==> src/rtl/pcpu_ctrl_pkg.sv <==
// Shared definitions for the PCPU pipeline control slice.
//   mdu_state_e      : MDU busy-timer FSM encoding (ST_RUN, ST_MDU_BUSY)
//   REG_ZERO         : hardwired-zero register index, never a hazard source
//   MDU_LAT_DEFAULT  : default multiply/divide latency in cycles
//   MDU_CNT_W        : latency counter width (covers latencies 1..255)
//   reg_hit()        : true when an ID source register matches the EX load target
package pcpu_ctrl_pkg;

  typedef enum logic {
    ST_RUN      = 1'b0,
    ST_MDU_BUSY = 1'b1
  } mdu_state_e;

  localparam logic [4:0] REG_ZERO        = 5'd0;
  localparam int         MDU_LAT_DEFAULT = 32;
  localparam int         MDU_CNT_W       = 8;

  function automatic logic reg_hit(input logic       uses,
                                   input logic [4:0] id_reg,
                                   input logic [4:0] ex_reg);
    reg_hit = uses && (id_reg == ex_reg);
  endfunction

endpackage

==> src/rtl/pipe_hazard_ctrl_if.sv <==
// Hazard-control bundle between the PCPU datapath and pipe_hazard_ctrl.
//   Hazard sources (datapath -> controller):
//     mem_wait, branch_taken, ex_memread, ex_rt, id_rs, id_rt,
//     id_uses_rs, id_uses_rt, id_is_mdu, id_reads_hilo
//   Pipeline controls (controller -> datapath):
//     pc_write, if_id_write, if_id_flush, id_ex_flush, id_ex_write,
//     mdu_start, mdu_busy, stall_cnt[CNT_W-1:0]
//   modport master : datapath side
//   modport slave  : controller side
interface pipe_hazard_ctrl_if #(
  parameter int CNT_W = 16
);
  logic             mem_wait;
  logic             branch_taken;
  logic             ex_memread;
  logic [4:0]       ex_rt;
  logic [4:0]       id_rs;
  logic [4:0]       id_rt;
  logic             id_uses_rs;
  logic             id_uses_rt;
  logic             id_is_mdu;
  logic             id_reads_hilo;

  logic             pc_write;
  logic             if_id_write;
  logic             if_id_flush;
  logic             id_ex_flush;
  logic             id_ex_write;
  logic             mdu_start;
  logic             mdu_busy;
  logic [CNT_W-1:0] stall_cnt;

  modport master (
    output mem_wait, branch_taken, ex_memread, ex_rt, id_rs, id_rt,
           id_uses_rs, id_uses_rt, id_is_mdu, id_reads_hilo,
    input  pc_write, if_id_write, if_id_flush, id_ex_flush, id_ex_write,
           mdu_start, mdu_busy, stall_cnt
  );

  modport slave (
    input  mem_wait, branch_taken, ex_memread, ex_rt, id_rs, id_rt,
           id_uses_rs, id_uses_rt, id_is_mdu, id_reads_hilo,
    output pc_write, if_id_write, if_id_flush, id_ex_flush, id_ex_write,
           mdu_start, mdu_busy, stall_cnt
  );

endinterface

==> src/rtl/mdu_busy_timer.sv <==
// Multiply/divide busy tracker.
// A start pulse loads the latency counter with MDU_LAT; the counter then
// counts down every cycle (freezes do not pause it) and the FSM stays in
// ST_MDU_BUSY while it is non-zero.
//   clk    : clock
//   rst_n  : synchronous active-low reset, abandons any count in flight
//   start  : one-cycle MDU start pulse
//   busy   : MDU result not yet available in HI/LO
module mdu_busy_timer
  import pcpu_ctrl_pkg::*;
#(
  parameter int MDU_LAT = MDU_LAT_DEFAULT
) (
  input  logic clk,
  input  logic rst_n,
  input  logic start,
  output logic busy
);

  localparam logic [MDU_CNT_W-1:0] LAT = MDU_CNT_W'(MDU_LAT);

  logic [MDU_CNT_W-1:0] cnt_d, cnt_q;
  mdu_state_e           state_d, state_q;

  always_comb begin
    cnt_d = cnt_q;
    if (start) begin
      cnt_d = LAT;
    end else if (cnt_q != '0) begin
      cnt_d = cnt_q - MDU_CNT_W'(1);
    end
    // State mirrors the next counter value so busy is a clean flop output.
    state_d = (cnt_d != '0) ? ST_MDU_BUSY : ST_RUN;
  end

  always_ff @(posedge clk) begin
    if (!rst_n) begin
      cnt_q   <= '0;
      state_q <= ST_RUN;
    end else begin
      cnt_q   <= cnt_d;
      state_q <= state_d;
    end
  end

  assign busy = (state_q == ST_MDU_BUSY);

endmodule

==> src/rtl/pipe_hazard_ctrl.sv <==
// Central pipeline sequencer for the 5-stage PCPU.
// Resolves, highest priority first: data-memory freeze, taken-branch flush,
// load-use / MDU-busy stall, normal issue. Counts hazard stall cycles in a
// saturating counter.
//   clk    : pipeline clock
//   rst_n  : synchronous active-low reset
//   hz     : pipe_hazard_ctrl_if slave modport (hazard sources in,
//            pipeline enables/flushes, MDU start/busy and stall_cnt out)
module pipe_hazard_ctrl
  import pcpu_ctrl_pkg::*;
#(
  parameter int MDU_LAT = MDU_LAT_DEFAULT,
  parameter int CNT_W   = 16
) (
  input  logic               clk,
  input  logic               rst_n,
  pipe_hazard_ctrl_if.slave  hz
);

  logic             mdu_busy;
  logic             ld_haz;
  logic             mdu_haz;
  logic             haz_stall;
  logic             pc_write;
  logic             if_id_write;
  logic             if_id_flush;
  logic             id_ex_flush;
  logic             id_ex_write;
  logic             mdu_start;
  logic [CNT_W-1:0] stall_cnt_d, stall_cnt_q;

  mdu_busy_timer #(
    .MDU_LAT (MDU_LAT)
  ) u_mdu_timer (
    .clk   (clk),
    .rst_n (rst_n),
    .start (mdu_start),
    .busy  (mdu_busy)
  );

  // A load into $zero produces nothing to forward, so it never stalls.
  assign ld_haz  = hz.ex_memread && (hz.ex_rt != REG_ZERO) &&
                   (reg_hit(hz.id_uses_rs, hz.id_rs, hz.ex_rt) ||
                    reg_hit(hz.id_uses_rt, hz.id_rt, hz.ex_rt));
  assign mdu_haz = mdu_busy && (hz.id_is_mdu || hz.id_reads_hilo);

  always_comb begin
    pc_write    = 1'b1;
    if_id_write = 1'b1;
    id_ex_write = 1'b1;
    if_id_flush = 1'b0;
    id_ex_flush = 1'b0;
    mdu_start   = 1'b0;
    haz_stall   = 1'b0;
    if (!rst_n) begin
      pc_write    = 1'b0;
      if_id_write = 1'b0;
      if_id_flush = 1'b1;
      id_ex_flush = 1'b1;
    end else if (hz.mem_wait) begin
      // Full freeze; a taken branch is simply held in EX and seen again later.
      pc_write    = 1'b0;
      if_id_write = 1'b0;
      id_ex_write = 1'b0;
    end else if (hz.branch_taken) begin
      // The ID instruction is squashed, so any hazard it had is moot.
      if_id_flush = 1'b1;
      id_ex_flush = 1'b1;
    end else if (ld_haz || mdu_haz) begin
      pc_write    = 1'b0;
      if_id_write = 1'b0;
      id_ex_flush = 1'b1;
      haz_stall   = 1'b1;
    end else begin
      mdu_start   = hz.id_is_mdu;
    end
  end

  always_comb begin
    stall_cnt_d = stall_cnt_q;
    if (haz_stall && (stall_cnt_q != {CNT_W{1'b1}})) begin
      stall_cnt_d = stall_cnt_q + CNT_W'(1);
    end
  end

  always_ff @(posedge clk) begin
    if (!rst_n) begin
      stall_cnt_q <= '0;
    end else begin
      stall_cnt_q <= stall_cnt_d;
    end
  end

  assign hz.pc_write    = pc_write;
  assign hz.if_id_write = if_id_write;
  assign hz.if_id_flush = if_id_flush;
  assign hz.id_ex_flush = id_ex_flush;
  assign hz.id_ex_write = id_ex_write;
  assign hz.mdu_start   = mdu_start;
  assign hz.mdu_busy    = mdu_busy;
  assign hz.stall_cnt   = stall_cnt_q;

endmodule

==> src/flat_wrapper.sv <==
// flat-port wrapper written by rule: the top's interface ports become plain ports
module pipe_hazard_ctrl_flat import pcpu_ctrl_pkg::*;
#(
  parameter int MDU_LAT = MDU_LAT_DEFAULT,
  parameter int CNT_W   = 16
)
  (clk, rst_n, hz_mem_wait, hz_branch_taken, hz_ex_memread, hz_ex_rt, hz_id_rs, hz_id_rt, hz_id_uses_rs, hz_id_uses_rt, hz_id_is_mdu, hz_id_reads_hilo, hz_pc_write, hz_if_id_write, hz_if_id_flush, hz_id_ex_flush, hz_id_ex_write, hz_mdu_start, hz_mdu_busy, hz_stall_cnt);
  pipe_hazard_ctrl_if #(.CNT_W(CNT_W)) hz_i ();
  input  logic clk;
  input  logic rst_n;
  input wire logic [$bits(hz_i.mem_wait)-1:0] hz_mem_wait;
  input wire logic [$bits(hz_i.branch_taken)-1:0] hz_branch_taken;
  input wire logic [$bits(hz_i.ex_memread)-1:0] hz_ex_memread;
  input wire logic [$bits(hz_i.ex_rt)-1:0] hz_ex_rt;
  input wire logic [$bits(hz_i.id_rs)-1:0] hz_id_rs;
  input wire logic [$bits(hz_i.id_rt)-1:0] hz_id_rt;
  input wire logic [$bits(hz_i.id_uses_rs)-1:0] hz_id_uses_rs;
  input wire logic [$bits(hz_i.id_uses_rt)-1:0] hz_id_uses_rt;
  input wire logic [$bits(hz_i.id_is_mdu)-1:0] hz_id_is_mdu;
  input wire logic [$bits(hz_i.id_reads_hilo)-1:0] hz_id_reads_hilo;
  output wire logic [$bits(hz_i.pc_write)-1:0] hz_pc_write;
  output wire logic [$bits(hz_i.if_id_write)-1:0] hz_if_id_write;
  output wire logic [$bits(hz_i.if_id_flush)-1:0] hz_if_id_flush;
  output wire logic [$bits(hz_i.id_ex_flush)-1:0] hz_id_ex_flush;
  output wire logic [$bits(hz_i.id_ex_write)-1:0] hz_id_ex_write;
  output wire logic [$bits(hz_i.mdu_start)-1:0] hz_mdu_start;
  output wire logic [$bits(hz_i.mdu_busy)-1:0] hz_mdu_busy;
  output wire logic [$bits(hz_i.stall_cnt)-1:0] hz_stall_cnt;
  assign hz_i.mem_wait = hz_mem_wait;
  assign hz_i.branch_taken = hz_branch_taken;
  assign hz_i.ex_memread = hz_ex_memread;
  assign hz_i.ex_rt = hz_ex_rt;
  assign hz_i.id_rs = hz_id_rs;
  assign hz_i.id_rt = hz_id_rt;
  assign hz_i.id_uses_rs = hz_id_uses_rs;
  assign hz_i.id_uses_rt = hz_id_uses_rt;
  assign hz_i.id_is_mdu = hz_id_is_mdu;
  assign hz_i.id_reads_hilo = hz_id_reads_hilo;
  assign hz_pc_write = hz_i.pc_write;
  assign hz_if_id_write = hz_i.if_id_write;
  assign hz_if_id_flush = hz_i.if_id_flush;
  assign hz_id_ex_flush = hz_i.id_ex_flush;
  assign hz_id_ex_write = hz_i.id_ex_write;
  assign hz_mdu_start = hz_i.mdu_start;
  assign hz_mdu_busy = hz_i.mdu_busy;
  assign hz_stall_cnt = hz_i.stall_cnt;
  pipe_hazard_ctrl #(.MDU_LAT(MDU_LAT), .CNT_W(CNT_W)) u_core (.clk(clk), .rst_n(rst_n), .hz(hz_i));
endmodule
==> config.mk <==
export PLATFORM = sky130hd
export DESIGN_NAME = pipe_hazard_ctrl_flat
export DESIGN_NICKNAME = d
export VERILOG_FILES = /design/src/rtl/pcpu_ctrl_pkg.sv /design/src/rtl/pipe_hazard_ctrl_if.sv /design/src/rtl/mdu_busy_timer.sv /design/src/rtl/pipe_hazard_ctrl.sv /design/src/flat_wrapper.sv
export SDC_FILE = /design/constraint.sdc
export NUM_CORES = 1
export LEC_CHECK = 0
export BUFFER_PORTS_ARGS = -buffer_cell sky130_fd_sc_hd__buf_2
export CORE_UTILIZATION = 54
export DETAILED_ROUTE_END_ITERATION = 8
export GPL_ROUTABILITY_DRIVEN = 0
export HOLD_SLACK_MARGIN = 0.08
export PLACE_DENSITY = 0.89
export SLEW_MARGIN = 20
export SYNTH_ARGS = -nofsm -noshare
export SYNTH_HDL_FRONTEND = slang
export SYNTH_SLANG_ARGS = --single-unit
==> constraint.sdc <==
create_clock -name clk -period 3.1 [get_ports clk]
set_input_delay 0.62 -clock clk [delete_from_list [all_inputs] [get_ports clk]]
set_output_delay 0.62 -clock clk [all_outputs]
set_load 0.01 [all_outputs]
==> results.cfg, run 1 <==
[clock_tree]
cts_tree = done
clkTransAtPathRegs_ns = 0.14
clock_path_buffers = 2
clock-sinks = 25
cts-root-buf = clkbuf_4
clkLatencyLatePin_ns = 0.32
cts_setup_buffers = 0
cts.repair.resized = 0
cts_max_level = 1
numCtsBuffers = 3
ctsHoldBuffers = 0

[route]
detail_route.vias_per_cell = 5.46
num_vias = 1366
drc = 0
dr.first_iter.drc_count = 37
avgRoutedWirePerCell_um = 12.1
dr.pass1.iters = 4
wl_um = 3030
ant_nets = 0

[run]
maxCapViolCount = 0

[critical_path]
critPathCaptureType = primary output
path_max_fanout = 3
critPathKind = input port to primary output
required_ns = 2.48
slowest_delay_ns = 0.54
worstPathCellList = buf_2, or4_4, o21ai_4, o21ai_0, a211oi_1, buf_2
cp_data_arrival_time_ns = 2.11
crit_top_cell = buf_2
r2r_cells = 6
startpoint_type = input port
slowest_stage = or4_4

[worst_hold_path]
hold-path-cell-count = 2
hold_path_class = flip-flop to flip-flop

[finish]
nets = 248
multi_input_area_um2 = 902
antenna_cells = 0
area_delta_synth_final_pct = 17.9
design_area_um2 = 1740
drive_gt1_frac = 0.277
num-fill-cells = 225
seq_area_um2 = 500

[synth]
synth_edf_count = 0
yosys.area.top_type = dfxtp_1
syn_area_um2 = 1470
synthTopCellsByCount = dfxtp_1, nand2_1, xnor2_1
syn-num-nets = 202
synth_cell_types = 42
yosysSeqAreaShare = 0.340
synth_largest_type_area_fraction = 0.340
synth_area_per_cell_um2 = 8.41
synthCells = 175
ys_seq_elements = 25
yosysMostFrequentCell = dfxtp_1
synth.area.top_cells = dfxtp_1, xnor2_1, nand2_1
ys.flop_type = dfxtp_1
async_flop_share = 0
yosys_warnings = 0

[global_route]
globalRoute.totalOverflow = 0
grtUsageTotal = 0.229
grt_pass1_wl_um = 4820
antenna_found_initial = 0
grt_max_degree = 15
grt_pass1_vias = 1167

[floorplan]
core_area_um2 = 2520
die_h_um = 54.2
start_util = 0.583
rows = 18
die_area_um2 = 2940
die_w_um = 54.2
io_pins = 47

[status]
status = complete, no violations

[pwr]
vdd_drop_max_mv = 0.583
power_density_nw_per_um2 = 551
p_leak_nw = 0.734
power.total_mw = 0.955

[timing]
rsz0062_at_grt = no
setup_viol = 0
tightest_slew_ns = 0.582
fin_crit_ns = 2.73
hold_viol = 0
finClkSkew_ns = 0.0112
maxSlewHeadroom = 0.608
setup_tns_ns = 0
slew_viol_final = 0
fmax_ghz = 0.366
setup_ws_ns = 0.369
fin_crit_sh = 0.881
timing.hold.ws_ns = 0.514

[placed_design]
portBuffers = 46
hpwl_um = 2420
placedInstanceArea_um2 = 1710
dp_slack_ns = 0.374
power by group:
group	leakage, nW	total, mW	internal (mW)	switching, mW
registers	0.203	0.417	0.371	0.0456
logic	0.513	0.394	0.173	0.221
clock network	0.0177	0.144	0.0483	0.0961
area by class of cell:
class / instances / area share
multi-input cells: 135 / 0.520
flip-flops and latches: 25 / 0.288
repair buffers: 46 / 0.133
inverters: 10 / 0.0216
well taps: 30 / 0.0216
clock buffers: 3 / 0.0130
clock inverters: 1 / 0.00288
sequential cells by signal, indices dropped and copies added, names as in the netlist:
register                  count
u_core.u_mdu_timer.cnt_q      8
u_core.u_mdu_timer.busy       1
u_core.hz.stall_cnt          16
logic make-up after synthesis:
family / count (synthesis) / share of synthesized area
fa+ha+maj: 3 / 0.0255
buf+inv: 15 / 0.0468
simple gates: 73 / 0.276
flops: 25 / 0.340
compound gates: 35 / 0.164
xor+xnor: 18 / 0.107
mux: 6 / 0.0408
stage by stage:
stage               utilization  instances
finish                    0.688        250
global route              0.688        250
detailed placement        0.677        246
CTS                       0.688        250
floorplan                     -        175
global placement          0.677        246
critical path: cells and delay by family:
kind / cells / cell delay [ns]
AO/OA/AOI/OAI: 3 / 0.64
AND/OR/NAND/NOR: 1 / 0.54
buffers and inverters: 2 / 0.30
worst paths after layout:
path / from / endpoint / slack [ns]
max: hz_ex_rt[0] / hz_if_id_write / 0.37
min reg2reg: u_core.hz.stall_cnt[1] / u_core.hz.stall_cnt[1] / 0.51
max reg2reg: u_core.hz.stall_cnt[0] / u_core.hz.stall_cnt[9] / 1.06
min: u_core.hz.stall_cnt[1] / u_core.hz.stall_cnt[1] / 0.51
cells in the final DEF, fill, tap and decap left out, types with 2 or more instances in the layout:
| cell | n |
|---|---|
| a21oi_1 | 10 |
| a31oi_1 | 2 |
| and3_1 | 2 |
| buf_2 | 46 |
| clkbuf_4 | 3 |
| dfxtp_1 | 25 |
| ha_1 | 3 |
| inv_1 | 9 |
| mux2i_1 | 6 |
| nand2_1 | 22 |
| nand3_1 | 7 |
| nand3b_1 | 2 |
| nand4_1 | 5 |
| nand4_4 | 2 |
| nor2_1 | 12 |
| nor3_1 | 8 |
| o21ai_0 | 10 |
| o31ai_1 | 2 |
| or3_1 | 6 |
| xnor2_1 | 15 |
| xor2_1 | 3 |
routing by layer:
| layer | global-route usage | share of wire | vias to the layer above |
|---|---|---|---|
| met3 | 0.0593 | 0.040 | 2 |
| met5 | 0 | 0 | - |
| met2 | 0.402 | 0.50 | 30 |
| met4 | 0.0769 | 0.0049 | 0 |
| li1 | - | - | 713 |
| met1 | 0.265 | 0.45 | 621 |
Note: power is estimated with default switching activity, not from simulation.
==> inputs of run 2 (changes only) <==
--- a/config.mk
+++ b/config.mk
@@ -6,11 +6,11 @@
 export NUM_CORES = 1
 export LEC_CHECK = 0
 export BUFFER_PORTS_ARGS = -buffer_cell sky130_fd_sc_hd__buf_2
-export CORE_UTILIZATION = 54
+export CORE_UTILIZATION = 50
 export DETAILED_ROUTE_END_ITERATION = 8
 export GPL_ROUTABILITY_DRIVEN = 0
 export HOLD_SLACK_MARGIN = 0.08
-export PLACE_DENSITY = 0.89
+export PLACE_DENSITY = 0.84
 export SLEW_MARGIN = 20
 export SYNTH_ARGS = -nofsm -noshare
 export SYNTH_HDL_FRONTEND = slang
==> constraint.sdc (replaced) <==
create_clock -name clk -period 2.96 [get_ports clk]
set_input_delay 0.592 -clock clk [delete_from_list [all_inputs] [get_ports clk]]
set_output_delay 0.592 -clock clk [all_outputs]
set_load 0.01 [all_outputs]
==> results.cfg, run 2 (synthesis results as in run 1) <==
[placed_design]
placedInstanceArea_um2 = 1710
portBuffers = 46
hpwl_um = 2500

[critical_path]
reg2reg_to = u_core.hz.stall_cnt[7]
crit_top_cell = buf_2
slowest_delay_ns = 0.54
startpoint_type = input port
critPathKind = input port to primary output
critPathCaptureType = primary output
cp_top_family = compound AO/OA/AOI/OAI gates
r2r-start = u_core.hz.stall_cnt[0]
required_ns = 2.37
path_buf_inv = 2
cp_data_arrival_time_ns = 2.11
r2r_cells = 6
worstPathCellList = buf_2, or4_4, o21ai_4, o21ai_0, a211oi_1, buf_2
regToRegSetupSlack_ns = 0.92
slowest_stage = or4_4
path_max_fanout = 3

[clock_tree]
cts_max_level = 1
ctsHoldBuffers = 0
clock-sinks = 25
cts-root-buf = clkbuf_4
clkTransAtPathRegs_ns = 0.13
clock_path_buffers = 2
cts_setup_buffers = 0
cts_tree = done
clkLatencyLatePin_ns = 0.31
numCtsBuffers = 3
cts.repair.resized = 0

[timing]
tightest_slew_ns = 0.531
hold_viol = 0
slew_viol_final = 0
rsz0062_at_grt = no
fmax_ghz = 0.371
setup_viol = 0
fin_crit_sh = 0.912
fin_crit_ns = 2.70
finClkSkew_ns = 0.00735
setup_tns_ns = 0
maxSlewHeadroom = 0.642

[route]
wl_um = 3160
drc = 0
avgRoutedWirePerCell_um = 12.6
num_vias = 1392
detail_route.vias_per_cell = 5.55
dr.first_iter.drc_count = 51
ant_nets = 0
dr.pass1.iters = 4

[floorplan]
die_area_um2 = 3160
rows = 19
io_pins = 47
die_w_um = 56.2
core_area_um2 = 2780
start_util = 0.529
die_h_um = 56.2

[global_route]
globalRoute.totalOverflow = 0
grt_pass1_vias = 1310
grt_max_degree = 15
grtUsageTotal = 0.224
antenna_found_initial = 0
grt_pass1_wl_um = 5670

[status]
status = complete, no violations

[pwr]
power.share.switching = 0.376
pwr-share-comb = 0.410
pwr-share-clk = 0.150
intPower_mw = 0.623
netSwitchingPower_mw = 0.375
vdd_drop_max_mv = 0.441
power_density_nw_per_um2 = 575
pwr-share-seq = 0.439
p_leak_nw = 0.731

[worst_hold_path]
min-delay-start = u_core.hz.stall_cnt[1]
hold-path-cell-count = 2
hold_path_class = flip-flop to flip-flop
hold_path_end = u_core.hz.stall_cnt[1]

[finish]
design_area_um2 = 1740
nets = 248
final_common_cell = buf_2
final_cell_mix = buf_2, dfxtp_1, nand2_1
antenna_cells = 0
largest_register_ffs = 16
drive_gt1_frac = 0.273
area_delta_synth_final_pct = 17.9

[run]
maxCapViolCount = 0
## run 2: changes by cell type in the layout (fill, tap and decap cells not counted), sizes merged
cell    change
clkinv      -1
clkbuf      +1
## run 2: power groups by stage
| stage | combinational [mW] | sequential (mW) | clock [mW] |
|---|---|---|---|
| CTS | 0.411 | 0.438 | 0.156 |
| global route | 0.461 | 0.446 | 0.177 |
| finish | 0.409 | 0.438 | 0.150 |
| detailed placement | 0.409 | 0.445 | 0 |
| global placement | 0.399 | 0.441 | 0 |
| floorplan | 0.334 | 0.435 | 0 |
## run 2: per-stage QoR
step	std cells	setup slack (ns)	utilization	total power, mW	hold WS (ns)
finish	251	0.261	0.624	0.998	0.502
global route	251	0.181	0.624	1.08	0.533
CTS	251	0.266	0.624	1.01	0.508
detailed placement	247	0.265	0.614	0.854	0.488
global placement	247	0.321	0.614	0.841	0.477
floorplan	175	0.296	-	0.769	0.501
## run 2: area by class of cell
cell class,instances,area (um2)
Tap cell,31,38.8
Multi-Input combinational cell,135,902
Fill cell,257,1050
Timing Repair Buffer,46,230
Clock buffer,4,26.3
Inverter,10,37.5
Sequential cell,25,500
## run 2: worst max path at each step
stage               cells after the start         from             end
finish                                  6  hz_ex_rt[0]  hz_if_id_write
global route                            6  hz_ex_rt[0]     hz_pc_write
CTS                                     6  hz_ex_rt[0]  hz_if_id_write
detailed placement                      6  hz_ex_rt[0]  hz_if_id_write
global placement                        6  hz_ex_rt[0]  hz_if_id_write
floorplan                               5  hz_ex_rt[0]     hz_pc_write
## run 2: worst register-to-register path, cell delays in order, from the launching register on
cell and delay (ns):
dfxtp_1 0.37, ha_1 0.29, and3_1 0.22, a31oi_1 0.39, nand4_4 0.22, or3_1 0.35
a21oi_1 0.15
## run 2: metal layers
| metal | track usage | part of all wire | vias up |
|---|---|---|---|
| li1 | - | - | 710 |
| met1 | 0.280 | 0.46 | 656 |
| met2 | 0.379 | 0.50 | 24 |
| met3 | 0.0581 | 0.035 | 2 |
| met4 | 0.0592 | 0.0047 | 0 |
| met5 | 0 | 0 | - |
==> inputs of run 3 (changes only) <==
--- a/config.mk
+++ b/config.mk
@@ -5,12 +5,13 @@
 export SDC_FILE = /design/constraint.sdc
 export NUM_CORES = 1
 export LEC_CHECK = 0
+export ABC_AREA = 1
 export BUFFER_PORTS_ARGS = -buffer_cell sky130_fd_sc_hd__buf_2
-export CORE_UTILIZATION = 50
+export CORE_UTILIZATION = 53
 export DETAILED_ROUTE_END_ITERATION = 8
 export GPL_ROUTABILITY_DRIVEN = 0
 export HOLD_SLACK_MARGIN = 0.08
-export PLACE_DENSITY = 0.84
+export PLACE_DENSITY = 0.85
 export SLEW_MARGIN = 20
 export SYNTH_ARGS = -nofsm -noshare
 export SYNTH_HDL_FRONTEND = slang
==> results.cfg, run 3 <==
[timing]
finClkSkew_ns = 0.00249
setup_ws_ns = 0.607
fmax_ghz = 0.425
fin_crit_ns = 2.35
slew_viol_final = 0
setup_viol = 0
rsz0062_at_grt = no
setup_tns_ns = 0
tightest_slew_ns = 0.401
hold_viol = 0
timing.hold.ws_ns = 0.515
maxSlewHeadroom = 0.731
fin_crit_sh = 0.795

[finish]
nets = 351
final_common_cell = nand2_1
design_area_um2 = 2100
area_delta_synth_final_pct = 14.6
final_cell_mix = nand2_1, buf_2, nor2_1
drive_gt1_frac = 0.276
largest_register_ffs = 16
num-fill-cells = 337
fin_cells = 367
antenna_cells = 0

[floorplan]
rows = 20
die_w_um = 60.8
die_area_um2 = 3700
die_h_um = 60.8
core_area_um2 = 3150
start_util = 0.581
io_pins = 47

[clock_tree]
cts.repair.resized = 0
clkTransAtPathRegs_ns = 0.14
cts_tree = done
clock_path_buffers = 2
cts_setup_buffers = 0
clkLatencyLatePin_ns = 0.32
cts-root-buf = clkbuf_4
ctsHoldBuffers = 0
numCtsBuffers = 3
clock-sinks = 25
cts_max_level = 1

[route]
avgRoutedWirePerCell_um = 10.5
dr.pass1.iters = 4
detail_route.vias_per_cell = 4.99
wl_um = 3840
num_vias = 1831
drc = 0
ant_nets = 0
dr.first_iter.drc_count = 71

[synth]
synth_largest_type_area_fraction = 0.273
async_flop_share = 0
synth.area.top_cells = dfxtp_1, nand2_1, nand3_1
synthTopCellsByCount = nand2_1, nor2_1, inv_1
yosys_warnings = 0
syn_area_um2 = 1830
yosys.area.top_type = dfxtp_1
synth_edf_count = 0
yosysSeqAreaShare = 0.273
synth_cell_types = 30
ys_seq_elements = 25
ys.flop_type = dfxtp_1
yosysMostFrequentCell = nand2_1
synthCells = 278
syn-num-nets = 305
synth_area_per_cell_um2 = 6.59

[global_route]
met3_usage = 0.0469
grt-busiest-layer = met2
grt_max_degree = 24
grt_pass1_wl_um = 6400
globalRoute.totalOverflow = 0
antenna_found_initial = 0
met1_usage = 0.249
grt_pass1_vias = 1637
grtUsageTotal = 0.230
gr-usage-met2 = 0.446

[critical_path]
reg2reg_to = u_core.hz.stall_cnt[7]
path_max_fanout = 8
startpoint_type = input port
critPathCaptureType = primary output
required_ns = 2.37
r2r-start = u_core.hz.stall_cnt[0]
cp_data_arrival_time_ns = 1.76
regToRegSetupSlack_ns = 1.07
critPathKind = input port to primary output
r2r_cells = 9

[run]
maxCapViolCount = 0

[placed_design]
hpwl_um = 2990
portBuffers = 46
dp.cells = 363
dp_slack_ns = 0.617
placedInstanceArea_um2 = 2070

[worst_hold_path]
min-delay-start = u_core.hz.stall_cnt[13]
hold-path-cell-count = 2
hold_path_end = u_core.hz.stall_cnt[13]
hold_path_class = flip-flop to flip-flop

[pwr]
vdd_drop_max_mv = 0.326
p_leak_nw = 1.05
power_density_nw_per_um2 = 502

[status]
status = complete, no violations
## run 3: per-stage QoR
step	power, mW	utilization
3_3_place_gp	0.884	0.658
5_1_grt	1.14	0.666
6_report	1.05	0.666
4_1_cts	1.06	0.666
2_1_floorplan	0.794	-
3_5_place_dp	0.900	0.658
## run 3: how the worst max path moves through the flow
stage,start,end,slack (ns),depth (start not counted)
floorplan,hz_ex_rt[3],hz_pc_write,0.86,8
detailed placement,rst_n,hz_mdu_start,0.62,8
CTS,rst_n,hz_mdu_start,0.61,8
finish,rst_n,hz_mdu_start,0.61,8
global route,rst_n,hz_mdu_start,0.48,8
global placement,rst_n,hz_mdu_start,0.70,8
## run 3: routing by layer
layer / wire length, um / share of wire
met4: 29 / 0.0076
met2: 1940 / 0.51
met3: 174 / 0.045
met5: 0 / 0
met1: 1690 / 0.44
## run 3: logic make-up after synthesis
logic type               synth area share
AND/OR/NAND/NOR                     0.416
buffers and inverters               0.112
AO/OA/AOI/OAI                      0.0970
flip-flops                          0.273
XOR/XNOR                           0.0813
adder cells (fa/ha/maj)            0.0205
## run 3: critical path: stages
cell     delay [ns]
buf_2          0.14
inv_2          0.05
nor2_2         0.19
inv_2          0.11
nor2_1         0.09
nand3_1        0.25
inv_2          0.19
buf_2          0.15
## run 3: power breakdown
group | total (mW) | internal [mW] | leakage (nW) | switching (mW)
clock network | 0.157 | 0.0527 | 0.0150 | 0.104
logic | 0.487 | 0.186 | 0.828 | 0.300
registers | 0.411 | 0.377 | 0.203 | 0.0335
## run 3: layout make-up
type | instances | area [um2] | share of cell area
inverter | 41 | 154 | 0.0733
timing repair buffer | 47 | 238 | 0.113
sequential | 25 | 500 | 0.238
multi-input combinational | 206 | 1130 | 0.536
tap | 44 | 55.1 | 0.0262
clock buffer | 4 | 26.3 | 0.0125
